File: src/rtl/seg7_bcd_writer_pkg.sv
// Shared definitions for the 7-segment BCD writer and the display peripheral.
// The state encoding, digit count, overflow pattern and default base address live here so
// that both ends of the bus agree on them.
package seg7_bcd_writer_pkg;

    // FSM encoding is fixed so that debug taps and the peripheral side read the same values.
    typedef enum logic [1:0] {
        StIdle    = 2'd0,
        StConvert = 2'd1,
        StWrDig   = 2'd2,
        StWrDp    = 2'd3
    } seg7_state_e;

    localparam int unsigned SEG7_DIGITS       = 4;
    localparam int unsigned SEG7_BCD_BITS     = 4 * SEG7_DIGITS;
    localparam logic [15:0] SEG7_OVF_PATTERN  = 16'hEEEE;
    localparam logic [31:0] SEG7_DEFAULT_BASE = 32'h0000_0010;

    // Double-dabble correction for one BCD nibble; 4-bit wrap is intended, no carry out.
    function automatic logic [3:0] bcd_add3(input logic [3:0] nib);
        return (nib >= 4'd5) ? nib + 4'd3 : nib;
    endfunction

endpackage

File: src/rtl/seg7_bcd_writer_if.sv
// Request channel plus display-bus write port of the BCD writer.
// master: the writer (consumes requests, drives the bus); slave: source/peripheral side.
interface seg7_bcd_writer_if
    import seg7_bcd_writer_pkg::*;
#(
    parameter int unsigned IN_BITS = 16
) ();

    logic                   in_valid;
    logic [IN_BITS-1:0]     in_value;
    logic [SEG7_DIGITS-1:0] in_dp;
    logic                   in_ready;

    logic                   strobe;
    logic                   rw;
    logic [31:0]            addr;
    logic [31:0]            data;
    logic                   busy;

    modport master (
        input  in_valid, in_value, in_dp,
        output in_ready, strobe, rw, addr, data, busy
    );

    modport slave (
        output in_valid, in_value, in_dp,
        input  in_ready, strobe, rw, addr, data, busy
    );

endinterface

File: src/rtl/seg7_bcd_writer_bcd_dabble_step.sv
// One combinational double-dabble iteration: add 3 to every BCD nibble >= 5, then shift
// {bcd, bin} left by one. Bits shifted out of the top BCD nibble are discarded; the caller
// flags values that are too large separately.
module bcd_dabble_step
    import seg7_bcd_writer_pkg::*;
#(
    parameter int unsigned IN_BITS = 16
) (
    input  logic [SEG7_BCD_BITS-1:0] bcd_i,
    input  logic [IN_BITS-1:0]       bin_i,
    output logic [SEG7_BCD_BITS-1:0] bcd_o,
    output logic [IN_BITS-1:0]       bin_o
);

    logic [SEG7_BCD_BITS-1:0] adj;

    // Per-nibble add-3 correction, independent nibbles.
    always_comb begin
        adj = '0;
        for (int i = 0; i < SEG7_DIGITS; i++) begin
            adj[4*i +: 4] = bcd_add3(bcd_i[4*i +: 4]);
        end
    end

    assign {bcd_o, bin_o} = {adj[SEG7_BCD_BITS-2:0], bin_i, 1'b0};

endmodule

File: src/rtl/seg7_bcd_writer.sv
// Accepts a binary value and a decimal-point mask, converts the value to four BCD digits
// with a sequential double-dabble (one iteration per cycle), then issues two single-cycle
// fire-and-forget bus writes: digits to BASE and the DP mask to BASE|1.
module seg7_bcd_writer
    import seg7_bcd_writer_pkg::*;
#(
    parameter logic [31:0] BASE    = SEG7_DEFAULT_BASE,
    parameter int unsigned IN_BITS = 16,
    parameter int unsigned MAX_VAL = 9999
) (
    input  logic                clk,
    input  logic                reset,
    seg7_bcd_writer_if.master   bus
);

    localparam int unsigned CntW = (IN_BITS > 1) ? $clog2(IN_BITS) : 1;

    seg7_state_e              state_q, state_d;
    logic [IN_BITS-1:0]       bin_q, bin_d;
    logic [SEG7_BCD_BITS-1:0] bcd_q, bcd_d;
    logic [SEG7_DIGITS-1:0]   dp_q, dp_d;
    logic                     ovf_q, ovf_d;
    logic [CntW-1:0]          cnt_q, cnt_d;

    logic [SEG7_BCD_BITS-1:0] step_bcd;
    logic [IN_BITS-1:0]       step_bin;

    bcd_dabble_step #(
        .IN_BITS (IN_BITS)
    ) u_step (
        .bcd_i (bcd_q),
        .bin_i (bin_q),
        .bcd_o (step_bcd),
        .bin_o (step_bin)
    );

    // State and datapath registers, synchronous active-high reset.
    always_ff @(posedge clk) begin
        if (reset) begin
            state_q <= StIdle;
            bin_q   <= '0;
            bcd_q   <= '0;
            dp_q    <= '0;
            ovf_q   <= 1'b0;
            cnt_q   <= '0;
        end else begin
            state_q <= state_d;
            bin_q   <= bin_d;
            bcd_q   <= bcd_d;
            dp_q    <= dp_d;
            ovf_q   <= ovf_d;
            cnt_q   <= cnt_d;
        end
    end

    // Next-state and datapath update: capture on accept, iterate, then walk the two writes.
    always_comb begin
        state_d = state_q;
        bin_d   = bin_q;
        bcd_d   = bcd_q;
        dp_d    = dp_q;
        ovf_d   = ovf_q;
        cnt_d   = cnt_q;
        unique case (state_q)
            StIdle: begin
                // in_ready is implied by being in StIdle
                if (bus.in_valid) begin
                    bin_d   = bus.in_value;
                    dp_d    = bus.in_dp;
                    ovf_d   = 32'(bus.in_value) > MAX_VAL;
                    bcd_d   = '0;
                    cnt_d   = CntW'(IN_BITS - 1);
                    state_d = StConvert;
                end
            end
            StConvert: begin
                bin_d = step_bin;
                bcd_d = step_bcd;
                if (cnt_q == '0) begin
                    state_d = StWrDig;
                end else begin
                    cnt_d = cnt_q - CntW'(1);
                end
            end
            StWrDig: state_d = StWrDp;
            StWrDp:  state_d = StIdle;
            default: state_d = StIdle;
        endcase
    end

    // Bus and status outputs decoded from state; the bus is all-zero whenever strobe is low.
    always_comb begin
        bus.in_ready = (state_q == StIdle);
        bus.busy     = (state_q != StIdle);
        bus.strobe   = 1'b0;
        bus.rw       = 1'b0;
        bus.addr     = '0;
        bus.data     = '0;
        unique case (state_q)
            StWrDig: begin
                bus.strobe = 1'b1;
                bus.rw     = 1'b1;
                bus.addr   = BASE;
                bus.data   = {16'h0, ovf_q ? SEG7_OVF_PATTERN : bcd_q};
            end
            StWrDp: begin
                bus.strobe = 1'b1;
                bus.rw     = 1'b1;
                bus.addr   = BASE | 32'h1;
                bus.data   = {{(32-SEG7_DIGITS){1'b0}}, dp_q};
            end
            default: ;
        endcase
    end

endmodule

File: src/flat_wrapper.sv
// flat-port wrapper written by rule: the top's interface ports become plain ports
module seg7_bcd_writer_flat import seg7_bcd_writer_pkg::*;
#(
    parameter logic [31:0] BASE    = SEG7_DEFAULT_BASE,
    parameter int unsigned IN_BITS = 16,
    parameter int unsigned MAX_VAL = 9999
)
  (clk, reset, bus_in_valid, bus_in_value, bus_in_dp, bus_in_ready, bus_strobe, bus_rw, bus_addr, bus_data, bus_busy);
  seg7_bcd_writer_if #(.IN_BITS(IN_BITS)) bus_i ();
  input  logic clk;
  input  logic reset;
  input wire logic [$bits(bus_i.in_valid)-1:0] bus_in_valid;
  input wire logic [$bits(bus_i.in_value)-1:0] bus_in_value;
  input wire logic [$bits(bus_i.in_dp)-1:0] bus_in_dp;
  output wire logic [$bits(bus_i.in_ready)-1:0] bus_in_ready;
  output wire logic [$bits(bus_i.strobe)-1:0] bus_strobe;
  output wire logic [$bits(bus_i.rw)-1:0] bus_rw;
  output wire logic [$bits(bus_i.addr)-1:0] bus_addr;
  output wire logic [$bits(bus_i.data)-1:0] bus_data;
  output wire logic [$bits(bus_i.busy)-1:0] bus_busy;
  assign bus_i.in_valid = bus_in_valid;
  assign bus_i.in_value = bus_in_value;
  assign bus_i.in_dp = bus_in_dp;
  assign bus_in_ready = bus_i.in_ready;
  assign bus_strobe = bus_i.strobe;
  assign bus_rw = bus_i.rw;
  assign bus_addr = bus_i.addr;
  assign bus_data = bus_i.data;
  assign bus_busy = bus_i.busy;
  seg7_bcd_writer #(.BASE(BASE), .IN_BITS(IN_BITS), .MAX_VAL(MAX_VAL)) u_core (.clk(clk), .reset(reset), .bus(bus_i));
endmodule
File: config.mk
export PLATFORM = sky130hd
export DESIGN_NAME = seg7_bcd_writer_flat
export DESIGN_NICKNAME = d
export VERILOG_FILES = /design/src/rtl/seg7_bcd_writer_pkg.sv /design/src/rtl/seg7_bcd_writer_if.sv /design/src/rtl/seg7_bcd_writer_bcd_dabble_step.sv /design/src/rtl/seg7_bcd_writer.sv /design/src/flat_wrapper.sv
export SDC_FILE = /design/constraint.sdc
export NUM_CORES = 1
export LEC_CHECK = 0
export BUFFER_PORTS_ARGS = -buffer_cell sky130_fd_sc_hd__buf_2
export CAP_MARGIN = 20
export CORE_UTILIZATION = 56
export CTS_BUF_LIST = sky130_fd_sc_hd__clkbuf_16
export DETAILED_ROUTE_END_ITERATION = 8
export PLACE_DENSITY = 0.87
export SYNTH_ARGS = -nofsm -noshare
export SYNTH_HDL_FRONTEND = slang
export SYNTH_HIERARCHICAL = 1
export SYNTH_SLANG_ARGS = --single-unit
File: constraint.sdc
create_clock -name clk -period 4.5 [get_ports clk]
set_input_delay 0.225 -clock clk [delete_from_list [all_inputs] [get_ports clk]]
set_output_delay 0.225 -clock clk [all_outputs]
set_load 0.01 [all_outputs]
**Word-level counts from Yosys, hierarchy flattened**

Index checks and enable logic that the tools add are counted.

- Equal/unequal tests: 6
- Add/subtract/negate cells: 5
- Magnitude comparators: 5
- Muxes and demuxes: 18
- Reduce and logical (&&, ||, !) cells: 9

Operator list:

| kind | number |
|---|---|
| 16-bit case mux with 2 select lines | 3 |
| 16-bit 2-to-1 mux | 3 |
| 4-bit 2-to-1 mux | 5 |
| 4-bit by 3-bit >= comparator with 1-bit output, second input constant | 4 |
| 16-bit by 14-bit greater-than comparator with 1-bit output, second input constant | 1 |
| 4-bit by 2-bit adder with 4-bit output, second input constant | 3 |
| 5-bit case mux with 2 select lines | 1 |
| 2-bit case mux with 4 select lines | 1 |
| 4-bit case mux with 2 select lines | 1 |
| 2-bit AND reduction | 3 |
| 2-bit == test, second input constant | 2 |
| 4-bit zero test | 1 |
| 2-bit 2-to-1 mux | 2 |
| 2-bit inequality test, second input constant | 2 |
| 2-bit nonzero test | 2 |
| 4-bit by 1-bit subtractor with 4-bit output, second input constant | 1 |
| 3-bit by 2-bit adder with 3-bit output, second input constant | 1 |
| 3-bit 2-to-1 mux | 1 |
| 3-bit AND reduction | 1 |
| 2-bit by 1-bit == test with 1-bit output, second input constant | 1 |
| 2-bit zero test | 1 |
| 2-bit by 1-bit inequality test with 1-bit output, second input constant | 1 |
| 2-bit OR reduction | 1 |
| 1-bit 2-to-1 mux | 1 |

- Bits of input ports: 23
- Logic and storage cells: 49
- Bits in registers: 43
- Output and inout port bits: 68

**Depth between registers and ports, before layout**

Gate-level depths: netlist (run 1).

- Depth in word-level cells: 3
- Depth in mapped cells: 7
- Gate-level depth less buffers: 7

**By module**

The synthesis (run 1) kept the hierarchy.

By module, submodules not included:

| module | cells an instance | instances | area an instance (µm²) | seq. area each (µm²) |
|---|---|---|---|---|
| seg7_bcd_writer | 273 | 1 | 2516.2 | 860.8 |
| bcd_dabble_step | 78 | 1 | 516.7 | 0.0 |

**Worst setup path after synthesis (run 1)**

Ideal clock, no wire load.

- Kind: register to register
- Start: register u_core.state_q[0]
- End: register u_core.bin_q[1]
- Path slack: 2.838 ns
- Stages on the path, launching flop included: 8
- Arrival: 1.517 ns
- Setup time: 0.145 ns
- Data required time: 4.355 ns
- Path buffers: 2
- Period minus slack after synthesis: 1.662 ns
- Cell sequence: dfxtp_1 inv_1 ha_1 buf_6 mux2_4 buf_4 nor2_1 a211oi_2

- Word-level cells in the longest chain between the ends: 3
- Elaborated cells on any way between the ends: 6
- Classes of those cells: eq/ne: 2; mux: 1; reduce/logical: 3

RTL lines:

| what | RTL line | RTL |
|---|---|---|
| from (decl) | seg7_bcd_writer.sv:18 | `seg7_state_e state_q, state_d;` |
| from (signal assigned) | seg7_bcd_writer.sv:40 | `state_q <= StIdle;` |
| from (signal assigned) | seg7_bcd_writer.sv:47 | `state_q <= state_d;` |
| 2-bit zero test * | - |  |
| named net bus_in_ready | flat_wrapper.sv:15 | `output wire logic [$bits(bus_i.in_ready)-1:0] bus_in_ready;` |
| 2-bit inequality test (no source line) / 2-bit nonzero test (equally long branches) | - |  |
| 2-bit AND reduction (no source line) | - |  |
| to (signal assigned) | seg7_bcd_writer.sv:48 | `bin_q <= bin_d;` |
| to (decl) | seg7_bcd_writer.sv:19 | `logic [IN_BITS-1:0] bin_q, bin_d;` |

Mark *: on every way through the listed nets, which the timed path passes. The rest lies on a longest branch.
A chain may end at the register's enable or synchronous reset.

**Worst setup path in the final report (run 1)**

- Start: register u_core.state_q[1]
- End: register u_core.cnt_q[3]

- Word-level cells in the longest chain between the ends: 3
- Elaborated cells on any way between the ends: 7
- Classes of those cells: eq/ne: 3; mux: 1; reduce/logical: 3

RTL lines:

| what | RTL line | RTL |
|---|---|---|
| 2-bit by 1-bit == test with 1-bit output / 2-bit zero test (equally long branches) | seg7_bcd_writer.sv:64 | `unique case (state_q)` |
| 2-bit inequality test (no source line) / 2-bit nonzero test (equally long branches) | - |  |
| 3-bit AND reduction (no source line) | - |  |
| to (signal assigned) | seg7_bcd_writer.sv:52 | `cnt_q <= cnt_d;` |
| to (decl) | seg7_bcd_writer.sv:23 | `logic [CntW-1:0] cnt_q, cnt_d;` |

Several ways; a longest one is shown, not always the timed one.

==> flow_summary.toml, run 1 <==
[outcome]
status = "finished clean"

[grt]
grt_max_degree = 42
grt_overflow = 0
grt_pass1_wl_mm = 8.63
globalRouteTotalUtil = 0.200
antenna_found_initial = 0
grt_pass1_vias = 1893

[routing]
drc = 0
post_drt_wl_per_cell_um = 12.7
ant_nets = 0
viasPerCell = 5.32
vias = 2315
first_pass_iters = 4
drt_wl_total_mm = 5.51
drtIter0Drc = 136

[cts]
htreeDepth = 2
clock_sinks = 43
cts_root_buf = "clkbuf_16"
cts_hold_buffers = 0
cts_buffers = 5
cts_resized = 0
cts_tree = "done"
cts_setup_buffers = 0
insertion_delay_ns = 0.28
clk_pin_slew_worst_paths_ns = 0.06
clockBufferDepth = 2

[finish]
drive_above_1_share = 0.211
layout.cells.non_filler = 435
syn_to_final_growth_pct = 1.65
nFillCells = 430
num-nets-final = 402
antenna_cells_inserted = 0
multi_input_area_sq_mm = 0.00168
seq_area_sq_um = 861

[pwr]
power_density_mw_per_mm2 = 569
combinationalPowerShare = 0.441
netSwitchingPower_mw = 0.716
swShare = 0.408
p_int_mw = 1.04
seq_power_share = 0.323
power_frac_clock = 0.236
vdd_drop_max_v = 0.000304
leakagePower_nw = 1.39

[synthesis]
synth_edf_count = 0
syn_area_sq_mm = 0.00303
syn_inst = 351
ys_types = 44
yosysWarnings = 6
ys_ff_latch = 43
ys.flop_type = "dfxtp_1"
synthArstFlopShare = 0
avgSynthCellArea_sq_um = 8.64
yosysSeqAreaShare = 0.284

[die]
row_count = 26
core-area_sq_mm = 0.00517
die_w_um = 75.6
io_pins = 91
chipHeight_um = 75.6
die_area_sq_mm = 0.00571
initial_core_util = 0.586

[timing]
period_needed_ns = 2.50
finalCritPeriodShare = 0.555
finalSetupViolations = 0
slew_violations = 0
finalHoldViolCount = 0
rsz0062_at_grt = "false"
tightestPinTransition_ns = 0.922
tns_ns = 0
skew_ns = 0.00285
fmax_ghz = 0.400
relSlewSlack = 0.385

[place]
gp_congestion = 0.794
hpwl_mm = 3.71
io_buffers = 44
place_inst = 427

[setup_path]
crit_fanout = 36
start_kind = "flip-flop"
reg2reg_slack_ns = 2.00
path_class = "flip-flop to flip-flop"
reg2reg_to = "u_core/cnt_q[3]"
rr_worst_depth = 6
crit_path_end_kind = "flip-flop"
required_ns = 4.70
r2r-start = "u_core/state_q[1]"
cp_data_arrival_time_ns = 2.70

[hold_path]
worstHoldPathType = "input pin to flip-flop"
holdPathEnd = "u_core/dp_q[2]"
min_delay_path_depth = 3
worst_hold_startpoint = "bus_in_dp[2]"

[run]
drv_cap = 0
-- metal layers --
| metal | vias up | wire length [um] | global-route usage |
|---|---|---|---|
| met5 | - | 0 | 0 |
| met4 | 0 | 80 | 0.0658 |
| met3 | 8 | 308 | 0.0489 |
| met2 | 94 | 2720 | 0.331 |
| met1 | 1093 | 2400 | 0.257 |
| li1 | 1120 | - | - |
-- layout make-up --
class	instances	share of cell area
multi-input cells	254	0.545
flip-flops and latches	43	0.279
repair buffers	45	0.0739
clock buffers	5	0.0406
well taps	70	0.0284
inverters	15	0.0183
clock inverters	3	0.0142
-- power by group through the flow --
| stage | Sequential (mW) | Combinational [mW] | Clock (mW) |
|---|---|---|---|
| final | 0.566 | 0.774 | 0.414 |
| after detailed placement | 0.571 | 0.766 | 0 |
| after global routing | 0.579 | 0.855 | 0.441 |
| after floorplan | 0.544 | 0.805 | 0 |
| after CTS | 0.563 | 0.769 | 0.422 |
| after global placement | 0.563 | 0.740 | 0 |
-- stage by stage --
stage	hold WS (ns)	total power, mW	instance area [sq um]	setup slack, ns	util
after floorplan	0.361	1.35	3200	2.84	-
after global placement	0.443	1.30	2910	2.22	0.563
after detailed placement	0.448	1.34	2910	2.10	0.563
after CTS	0.174	1.75	3080	2.05	0.596
after global routing	0.193	1.87	3080	1.86	0.596
final	0.179	1.75	3080	2.00	0.596
-- state kept, by name, summed over array words and instances (netlist names) --
name            count
u_core/dp_q         4
u_core/cnt_q        4
u_core/state_q      2
u_core/bcd_q       16
u_core/bin_q       16
u_core/ovf_q        1
-- layout by cell type (no fill, tap or decap), types with 4 or more instances in the layout --
master	Yosys	routed
dfxtp_1	43	43
nor2_1	37	37
a21oi_1	8	8
o21ai_0	6	6
xnor2_1	4	4
buf_2	2	44
a211oi_2	16	16
clkbuf_16	0	5
a21oi_2	4	4
nand2b_1	8	8
o21a_1	10	10
nand2_1	31	31
mux2i_1	20	20
inv_1	15	15
conb_1	2	47
ha_1	15	15
a32oi_1	16	16
-- synthesized netlist by cell type (all sizes together), types with 2 or more instances --
| library cell | number | area, sq um |
|---|---|---|
| clkbuf | 9 | 37.5 |
| nor3 | 3 | 15.0 |
| xnor2 | 4 | 35.0 |
| buf | 75 | 566 |
| dfxtp | 43 | 861 |
| nand2 | 31 | 116 |
| nand2b | 8 | 50.1 |
| nor2 | 37 | 139 |
| conb | 2 | 7.51 |
| ha | 15 | 188 |
| nand4bb | 2 | 22.5 |
| and2 | 4 | 25.0 |
| a211oi | 18 | 215 |
| a21oi | 12 | 75.1 |
| a31oi | 2 | 12.5 |
| mux2i | 21 | 223 |
| o21ai | 9 | 45.0 |
| a32oi | 16 | 140 |
| inv | 15 | 56.3 |
| o21a | 10 | 75.1 |
-- worst max-delay path, cell delays in order, from the launching register on --
cell      delay [ns]
dfxtp_1         0.34
inv_1           0.12
ha_1            0.58
buf_4           0.44
mux2_4          0.51
nand4b_1        0.19
a31oi_1         0.22
-- cell families (layout without fill, tap and decap cells) --
group           count (synthesis)  in the layout  share of synthesized area
buf+inv                        99             68                      0.217
simple gates                   91             91                      0.135
compound gates                 75             75                      0.209
flops                          43             43                      0.284
mux                            22             22                     0.0784
fa+ha+maj                      15             15                     0.0619
xor+xnor                        4              4                     0.0115
other cells                     2             47                    0.00248
-- worst max-delay path by stage --
| stage | slack [ns] | start | end | cells past startpoint |
|---|---|---|---|---|
| after floorplan | 2.84 | u_core/state_q[0] | u_core/bin_q[1] | 7 |
| after global placement | 2.22 | u_core/state_q[1] | u_core/cnt_q[1] | 6 |
| after detailed placement | 2.10 | u_core/state_q[1] | u_core/cnt_q[1] | 6 |
| after CTS | 2.05 | u_core/state_q[1] | u_core/cnt_q[3] | 6 |
| after global routing | 1.86 | u_core/state_q[1] | u_core/cnt_q[3] | 6 |
| final | 2.00 | u_core/state_q[1] | u_core/cnt_q[3] | 6 |
No activity file was read; power rests on OpenSTA's default activity.
==> run 2, diff against run 1 <==
--- a/config.mk
+++ b/config.mk
@@ -7,10 +7,10 @@
 export LEC_CHECK = 0
 export BUFFER_PORTS_ARGS = -buffer_cell sky130_fd_sc_hd__buf_2
 export CAP_MARGIN = 20
-export CORE_UTILIZATION = 56
+export CORE_UTILIZATION = 47
 export CTS_BUF_LIST = sky130_fd_sc_hd__clkbuf_16
 export DETAILED_ROUTE_END_ITERATION = 8
-export PLACE_DENSITY = 0.87
+export PLACE_DENSITY = 0.78
 export SYNTH_ARGS = -nofsm -noshare
 export SYNTH_HDL_FRONTEND = slang
 export SYNTH_HIERARCHICAL = 1
==> constraint.sdc (replaced) <==
create_clock -name clk -period 2.2 [get_ports clk]
set_input_delay 0.11 -clock clk [delete_from_list [all_inputs] [get_ports clk]]
set_output_delay 0.11 -clock clk [all_outputs]
set_load 0.01 [all_outputs]
==> run 2 against run 1 <==
Net effect: clock-buffer cell count unchanged; fmax increased by 35%; global-route usage decreased by 2.5 points; wire length increased by 2.2%; largest power group unchanged.
==> flow_summary.toml, run 2 (synthesized netlist as in run 1, its figures left out) <==
[timing]
period_needed_ns = 1.85
finalSetupViolations = 0
skew_ns = 0.00438
relSlewSlack = 0.666
finalHoldViolCount = 0
rsz0062_at_grt = "false"
tightestPinTransition_ns = 0.500
fmax_ghz = 0.540
tns_ns = 0
finalCritPeriodShare = 0.842
slew_violations = 0
hold_slack_ns = 0.0686

[die]
die_area_sq_mm = 0.00678
die_w_um = 82.3
io_pins = 91
chipHeight_um = 82.3
core-area_sq_mm = 0.00606
initial_core_util = 0.500
row_count = 28

[cts]
clk_pin_slew_worst_paths_ns = 0.06
cts_buffers = 5
cts_root_buf = "clkbuf_16"
clockBufferDepth = 2
cts_resized = 0
cts_tree = "done"
htreeDepth = 2
clock_sinks = 43
cts_hold_buffers = 0
cts_setup_buffers = 0
insertion_delay_ns = 0.29

[grt]
grt_pass1_vias = 1969
antenna_found_initial = 0
grt_overflow = 0
globalRouteTotalUtil = 0.175
grt_pass1_wl_mm = 9.03
grt_max_degree = 37

[pwr]
power_density_mw_per_mm2 = 1130
vdd_drop_max_v = 0.000912
combinationalPowerShare = 0.465
swShare = 0.417
netSwitchingPower_mw = 1.46
power_frac_clock = 0.207
seq_power_share = 0.328
leakagePower_nw = 1.39
p_int_mw = 2.05

[finish]
top_regs = "u_core/bcd_q (16), u_core/bin_q (16)"
layout.cells.non_filler = 445
num-nets-final = 407
syn_to_final_growth_pct = 2.31
drive_above_1_share = 0.222
antenna_cells_inserted = 0
layout_common_cells = "conb_1, buf_2, dfxtp_1"
layout_commonest_cell = "conb_1"

[setup_path]
crit_fanout = 36
cp_num_cells = 4
r2r-start = "u_core/state_q[0]"
start_kind = "flip-flop"
max_stage_delay_ns = 0.53
reg2reg_to = "u_core/cnt_q[2]"
rr_worst_depth = 4
path_buf_inv = 1
required_ns = 2.38
crit_path_end_kind = "flip-flop"
path_class = "flip-flop to flip-flop"
reg2reg_slack_ns = 0.35
crit_chain = "inv_1 -> ha_1 -> mux2_4 -> o221a_2"
cp_data_arrival_time_ns = 2.03
slowest_stage = "mux2_4"
cp_top_family = "multiplexers"

[run]
drv_cap = 0

[hold_path]
min_delay_path_depth = 3
holdPathEnd = "u_core/dp_q[3]"
worstHoldPathType = "input pin to flip-flop"
worst_hold_startpoint = "bus_in_dp[3]"

[routing]
drtIter0Drc = 84
drc = 0
viasPerCell = 5.11
drt_wl_total_mm = 5.63
ant_nets = 0
first_pass_iters = 4
vias = 2272
post_drt_wl_per_cell_um = 12.7

[place]
place_inst = 437
gp_congestion = 0.810
io_buffers = 44
hpwl_mm = 3.98

[outcome]
status = "finished clean"
## run 2: power groups by stage
stage	Sequential, mW	Combinational, mW	Clock (mW)
CTS	1.15	1.64	0.736
global placement	1.15	1.58	0
detailed placement	1.16	1.62	0
finish	1.15	1.63	0.726
global route	1.18	1.80	0.775
floorplan	1.11	1.65	0
## run 2: through the flow
stage / util / worst slack [ns] / power [mW] / area (sq um)
2_1_floorplan: - / 0.538 / 2.76 / 3200
3_3_place_gp: 0.488 / 0.459 / 2.74 / 2960
3_5_place_dp: 0.488 / 0.351 / 2.79 / 2960
4_1_cts: 0.512 / 0.353 / 3.52 / 3100
5_1_grt: 0.512 / 0.220 / 3.76 / 3100
6_report: 0.512 / 0.347 / 3.51 / 3100
## run 2: per-layer routing
| metal | GRT usage | share of wire |
|---|---|---|
| met2 | 0.293 | 0.49 |
| met1 | 0.219 | 0.45 |
| met3 | 0.0319 | 0.037 |
| met4 | 0.0754 | 0.021 |
| met5 | 0 | 0 |
## run 2: area by class of cell
class,count,area (sq um)
Timing Repair Buffer,50,265
Tap cell,75,93.8
Multi-Input combinational cell,254,1680
Inverter,15,56.3
Clock buffer,5,125
Fill cell,580,2960
Sequential cell,43,861
Clock inverter,3,20.0
## run 2: worst max-delay path by stage
stage	from	endpoint	slack (ns)
after floorplan	u_core/state_q[0]	u_core/bin_q[1]	0.54
after global placement	u_core/state_q[0]	u_core/cnt_q[2]	0.46
after detailed placement	u_core/state_q[0]	u_core/cnt_q[2]	0.35
after CTS	u_core/state_q[0]	u_core/cnt_q[1]	0.35
after global routing	u_core/state_q[0]	u_core/cnt_q[0]	0.22
final	u_core/state_q[0]	u_core/cnt_q[2]	0.35
## run 2: tightest hold or removal path: cells and delay by family
kind | cells | cell delay (ns)
AND/OR/NAND/NOR | 1 | 0.05
AO/OA/AOI/OAI | 1 | 0.05
buffers and inverters | 1 | 0.10
